### config.mk
export PLATFORM = sky130hd
export DESIGN_NAME = arb_requester
export DESIGN_NICKNAME = d
export VERILOG_FILES = /design/src/rtl/arb_requester.sv
export SDC_FILE = /design/constraint.sdc
export NUM_CORES = 1
export LEC_CHECK = 0
export ABC_AREA = 1
export CAP_MARGIN = 20
export CORE_UTILIZATION = 40
export CTS_CLUSTER_SIZE = 20
export DETAILED_ROUTE_END_ITERATION = 8
export DONT_BUFFER_PORTS = 1
export HOLD_SLACK_MARGIN = 0.1
export PLACE_DENSITY = 0.51
export SLEW_MARGIN = 40
export SYNTH_ARGS = -nofsm -noshare
export SYNTH_HDL_FRONTEND = slang
export SYNTH_SLANG_ARGS = --single-unit
### constraint.sdc
create_clock -name clk -period 2.45 [get_ports clk]
set_input_delay 0.3675 -clock clk [delete_from_list [all_inputs] [get_ports clk]]
set_output_delay 0.3675 -clock clk [all_outputs]
set_load 0.05 [all_outputs]
### src/rtl/arb_requester.sv
// Master-side requester for a round-robin arbiter: takes a beat-count job, requests, streams beats on grant, releases cleanly.
// Optional grant-wait timeout is built when ARB_REQ_TIMEOUT_EN is defined.
module arb_requester #(
    parameter int LEN_W   = 8,
    parameter int TIMEOUT = 64
) (
    input  logic             clk,
    input  logic             rst,
    input  logic             job_valid,
    output logic             job_ready,
    input  logic [LEN_W-1:0] job_len,
    output logic             req,
    input  logic             gnt,
    output logic             beat_valid,
    output logic [LEN_W-1:0] beat_idx,
    output logic             done,
    output logic             busy,
    output logic             timeout_err
);

    typedef enum logic [1:0] {
        IDLE = 2'd0,
        REQ  = 2'd1,
        XFER = 2'd2,
        REL  = 2'd3
    } state_t;

    state_t             state_q, state_d;
    logic [LEN_W-1:0]   len_q, len_d;
    logic [LEN_W-1:0]   cnt_q, cnt_d;
    logic               req_q, req_d;
    logic               done_q, done_d;
    logic               last_beat;

`ifdef ARB_REQ_TIMEOUT_EN
    localparam int WAIT_W = $clog2(TIMEOUT + 1);
    logic [WAIT_W-1:0]  wait_q, wait_d;
    logic [WAIT_W-1:0]  wait_inc;
    logic               terr_q, terr_d;

    // Saturating increment so the counter can never wrap back below the limit.
    assign wait_inc = (wait_q == WAIT_W'(TIMEOUT)) ? wait_q : wait_q + 1'b1;
`endif

    assign last_beat = (cnt_q == len_q - 1'b1);

    always_comb begin
        state_d = state_q;
        len_d   = len_q;
        cnt_d   = cnt_q;
        req_d   = req_q;
        done_d  = 1'b0;
`ifdef ARB_REQ_TIMEOUT_EN
        wait_d  = wait_q;
        terr_d  = 1'b0;
`endif
        case (state_q)
            IDLE: begin
                if (job_valid) begin
                    len_d = job_len;
                    cnt_d = '0;
`ifdef ARB_REQ_TIMEOUT_EN
                    wait_d = '0;
`endif
                    // A zero-length job completes without touching the arbiter.
                    if (job_len != '0) begin
                        state_d = REQ;
                        req_d   = 1'b1;
                    end else begin
                        done_d  = 1'b1;
                    end
                end
            end
            REQ, XFER: begin
                if (gnt) begin
                    if (last_beat) begin
                        state_d = REL;
                        req_d   = 1'b0;
                    end else begin
                        state_d = XFER;
                        cnt_d   = cnt_q + 1'b1;
                    end
                end
`ifdef ARB_REQ_TIMEOUT_EN
                else if (state_q == REQ) begin
                    wait_d = wait_inc;
                    if (wait_inc == WAIT_W'(TIMEOUT)) begin
                        state_d = IDLE;
                        req_d   = 1'b0;
                        terr_d  = 1'b1;
                    end
                end
`endif
            end
            REL: begin
                // Wait for the arbiter to drop its grant before reporting completion.
                if (!gnt) begin
                    state_d = IDLE;
                    done_d  = 1'b1;
                end
            end
            default: begin
                state_d = IDLE;
                req_d   = 1'b0;
            end
        endcase
    end

    always_ff @(posedge clk) begin
        if (rst) begin
            state_q <= IDLE;
            len_q   <= '0;
            cnt_q   <= '0;
            req_q   <= 1'b0;
            done_q  <= 1'b0;
        end else begin
            state_q <= state_d;
            len_q   <= len_d;
            cnt_q   <= cnt_d;
            req_q   <= req_d;
            done_q  <= done_d;
        end
    end

`ifdef ARB_REQ_TIMEOUT_EN
    always_ff @(posedge clk) begin
        if (rst) begin
            wait_q <= '0;
            terr_q <= 1'b0;
        end else begin
            wait_q <= wait_d;
            terr_q <= terr_d;
        end
    end

    assign timeout_err = terr_q;
`else
    assign timeout_err = 1'b0;
`endif

    assign job_ready  = (state_q == IDLE);
    assign busy       = (state_q != IDLE);
    assign req        = req_q;
    assign done       = done_q;
    assign beat_valid = gnt && ((state_q == REQ) || (state_q == XFER));
    assign beat_idx   = cnt_q;

endmodule

==> impl_metrics.yaml <==
status:
  status: "completed"
power:
  sequentialPowerShare_pct: 33.7
  p_sw_mw: 0.737
  leakage_nw: 0.624
  clkPwrFrac_pct: 13.4
  power-per-cell-area_mw_per_mm2: 1010
  p_comb_share_pct: 52.9
  ir_worst_vdd_mv: 0.597
  switching_share_pct: 51.0
  p_int_mw: 0.709
synthesis:
  synth_xor_area_share_pct: 4.04
  synth_area_mm2: 0.00130
  yosysTopAreaCellShare_pct: 30.8
  synth_edf_count: 0
  synth-async-reset-ratio_pct: 0
  syn_nets: 220
  netlist_instances: 204
  synth_commonest_cells: "nand2_1, nor2_1, inv_1"
  synthSimpleGateAreaFrac_pct: 37.0
  ys_seq_elements: 20
  synth-main-ff-cell: "dfxtp_1"
  synth_area_leaders: "dfxtp_1, nand2_1, nand3_1"
  ys_warn_count: 0
  synth_top_family_by_area: "simple AND/OR/NAND/NOR gates"
  syn_area_per_cell_um2: 6.37
  synth.distinct_cells: 31
  ys_seq_area_share_pct: 30.8
  synthAdderAreaFrac_pct: 3.85
  muxShareOfSynthArea_pct: 0
  synth_most_common_cell: "nand2_1"
  yosys.area.top_type: "dfxtp_1"
  synth_compound_area_share_pct: 14.3
sta:
  fin_setup_tns_ns: 0
  setup_ws_ns: 0.385
  tightestPinTransition_ns: 0.635
  fin_worst_skew_ns: 0.0140
  hold_viol_final: 0
  maxClockFrequency_mhz: 484
  timing.slew.headroom_pct: 57.6
  setup_viol: 0
  drv_slew: 0
  min_period_ns: 2.07
  finalCritPeriodShare_pct: 84.3
  rsz0062_at_grt: "false"
hold_path:
  hp-class: "in2reg"
  min-delay-start: "rst"
clock_network:
  post_cts_buffers: 0
  clockBufferDepth: 2
  cts_root_buffer: "clkbuf_4"
  clk_latency_ns: 0.30
  cts_tree: "built"
  cts_resized: 0
  htreeDepth: 1
  hold_buffers: 0
  path_clk_slew_ns: 0.11
  clkSinkCount: 20
  numCtsBuffers: 3
job:
  drv_cap: 0
worst_setup_path:
  cp_top_family: "compound AO/OA/AOI/OAI gates"
  cpPeakStageDelay_ns: 0.53
  slowest_stage: "ha_1"
  path_class: "reg2reg"
  cp.arrival_ns: 2.24
  r2r-start: "state_q[0]"
  required_ns: 2.62
  cp-end-kind: "flip-flop"
  crit_fanout: 10
  cp.buffers_inverters: 2
  worstPathCellList: "inv_1, ha_1, inv_2, a21oi_2, nand2_1, nor2_1, o32ai_1"
  startpoint_type: "flip-flop"
  startpoint: "state_q[0]"
grt:
  grt_max_degree: 16
  grtUsageTotal_pct: 19.8
  grt_pass1_wl_um: 5180
  grt_pass1_vias: 1208
  antenna_found_initial: 0
  grt.overflow.total: 0
route:
  first_pass_iters: 5
  ant_nets: 0
  drt_iter0_drc: 49
  avgRoutedWirePerCell_um: 12.0
  wl_um: 3050
  drc_errors: 0
  via_per_inst: 4.88
  via_count: 1245
floorplan:
  die_area_mm2: 0.00348
  num_io_pins: 26
  row_count: 20
  die_y_um: 59.0
  initial_core_util_pct: 42.2
  die-width_um: 59.0
  fp.coreArea_mm2: 0.00308
layout:
  syn2layout_area_growth_pct: 10.2
  layout.nets: 228
  antennaDiodeCount: 0
  drive_gt1_share_pct: 10.9
placed_design:
  port_buffers: 0
  dp_slack_ns: 0.425
  hpwl_um: 2390
  gp_congestion: 0.821
## power groups by stage
stage                     clock network (mW)  registers (mW)  logic, mW
after floorplan                            0           0.482      0.631
final                                  0.193           0.487      0.766
after CTS                              0.203           0.488      0.768
after global placement                     0           0.494      0.757
after global routing                   0.215           0.497      0.871
after detailed placement                   0           0.496      0.763
## flip-flops by register name, indices dropped and copies added (netlist names)
| name | cells |
|---|---|
| beat_idx | 8 |
| len_q | 8 |
| state_q | 2 |
| done | 1 |
| req | 1 |
## per-stage QoR
| step | util, % | power, mW | std cells | cell area [um2] | hold WS [ns] |
|---|---|---|---|---|---|
| 5_1_grt | 46.5 | 1.58 | 255 | 1430 | 0.101 |
| 6_report | 46.5 | 1.45 | 255 | 1430 | 0.121 |
| 2_1_floorplan | - | 1.11 | 204 | 1300 | 0.451 |
| 3_5_place_dp | 45.0 | 1.26 | 250 | 1390 | 0.434 |
| 3_3_place_gp | 45.0 | 1.25 | 250 | 1390 | 0.432 |
| 4_1_cts | 46.2 | 1.46 | 254 | 1420 | 0.102 |
## area by class of cell
| class | instances | area (um2) |
|---|---|---|
| multi-input cells | 152 | 773 |
| repair buffers | 9 | 70.1 |
| clock buffers | 4 | 36.3 |
| inverters | 26 | 97.6 |
| well taps | 44 | 55.1 |
| flip-flops and latches | 20 | 400 |
| fillers | 357 | 1650 |
## layer usage
metal  track usage (%)  share of wire [%]
met1              26.4                 49
met4              7.14                1.4
met2              33.1                 46
met5                 0                  0
met3              1.97                3.6
## final timing paths
path	to	slack [ns]	depth (start not counted)
worst max-delay path	req	0.38	7
worst min-delay path	beat_idx[2]	0.12	1
worst max register to register	req	0.38	7
worst min register to register	state_q[1]	0.49	2
## cell families after synthesis
| logic type | after synthesis |
|---|---|
| adders and majority gates | 4 |
| and+or+nand+nor | 107 |
| buffers and inverters | 32 |
| DFF | 20 |
| AOI/OAI and AO/OA | 34 |
| xor gates and xnor gates | 6 |
| other | 1 |
## cell usage in the layout (no fill, tap or decap), types with 3 or more instances in the layout
master | synthesis | final
inv_2 | 3 | 3
nor2_1 | 23 | 23
ha_1 | 4 | 4
dfxtp_1 | 20 | 20
o21ai_0 | 11 | 11
buf_4 | 1 | 8
a21oi_1 | 17 | 17
xnor2_1 | 4 | 4
nor3_1 | 5 | 5
nand3_1 | 18 | 18
inv_1 | 22 | 22
clkbuf_4 | 0 | 3
nand2_1 | 52 | 52
Power figures use the tool's default switching activity.
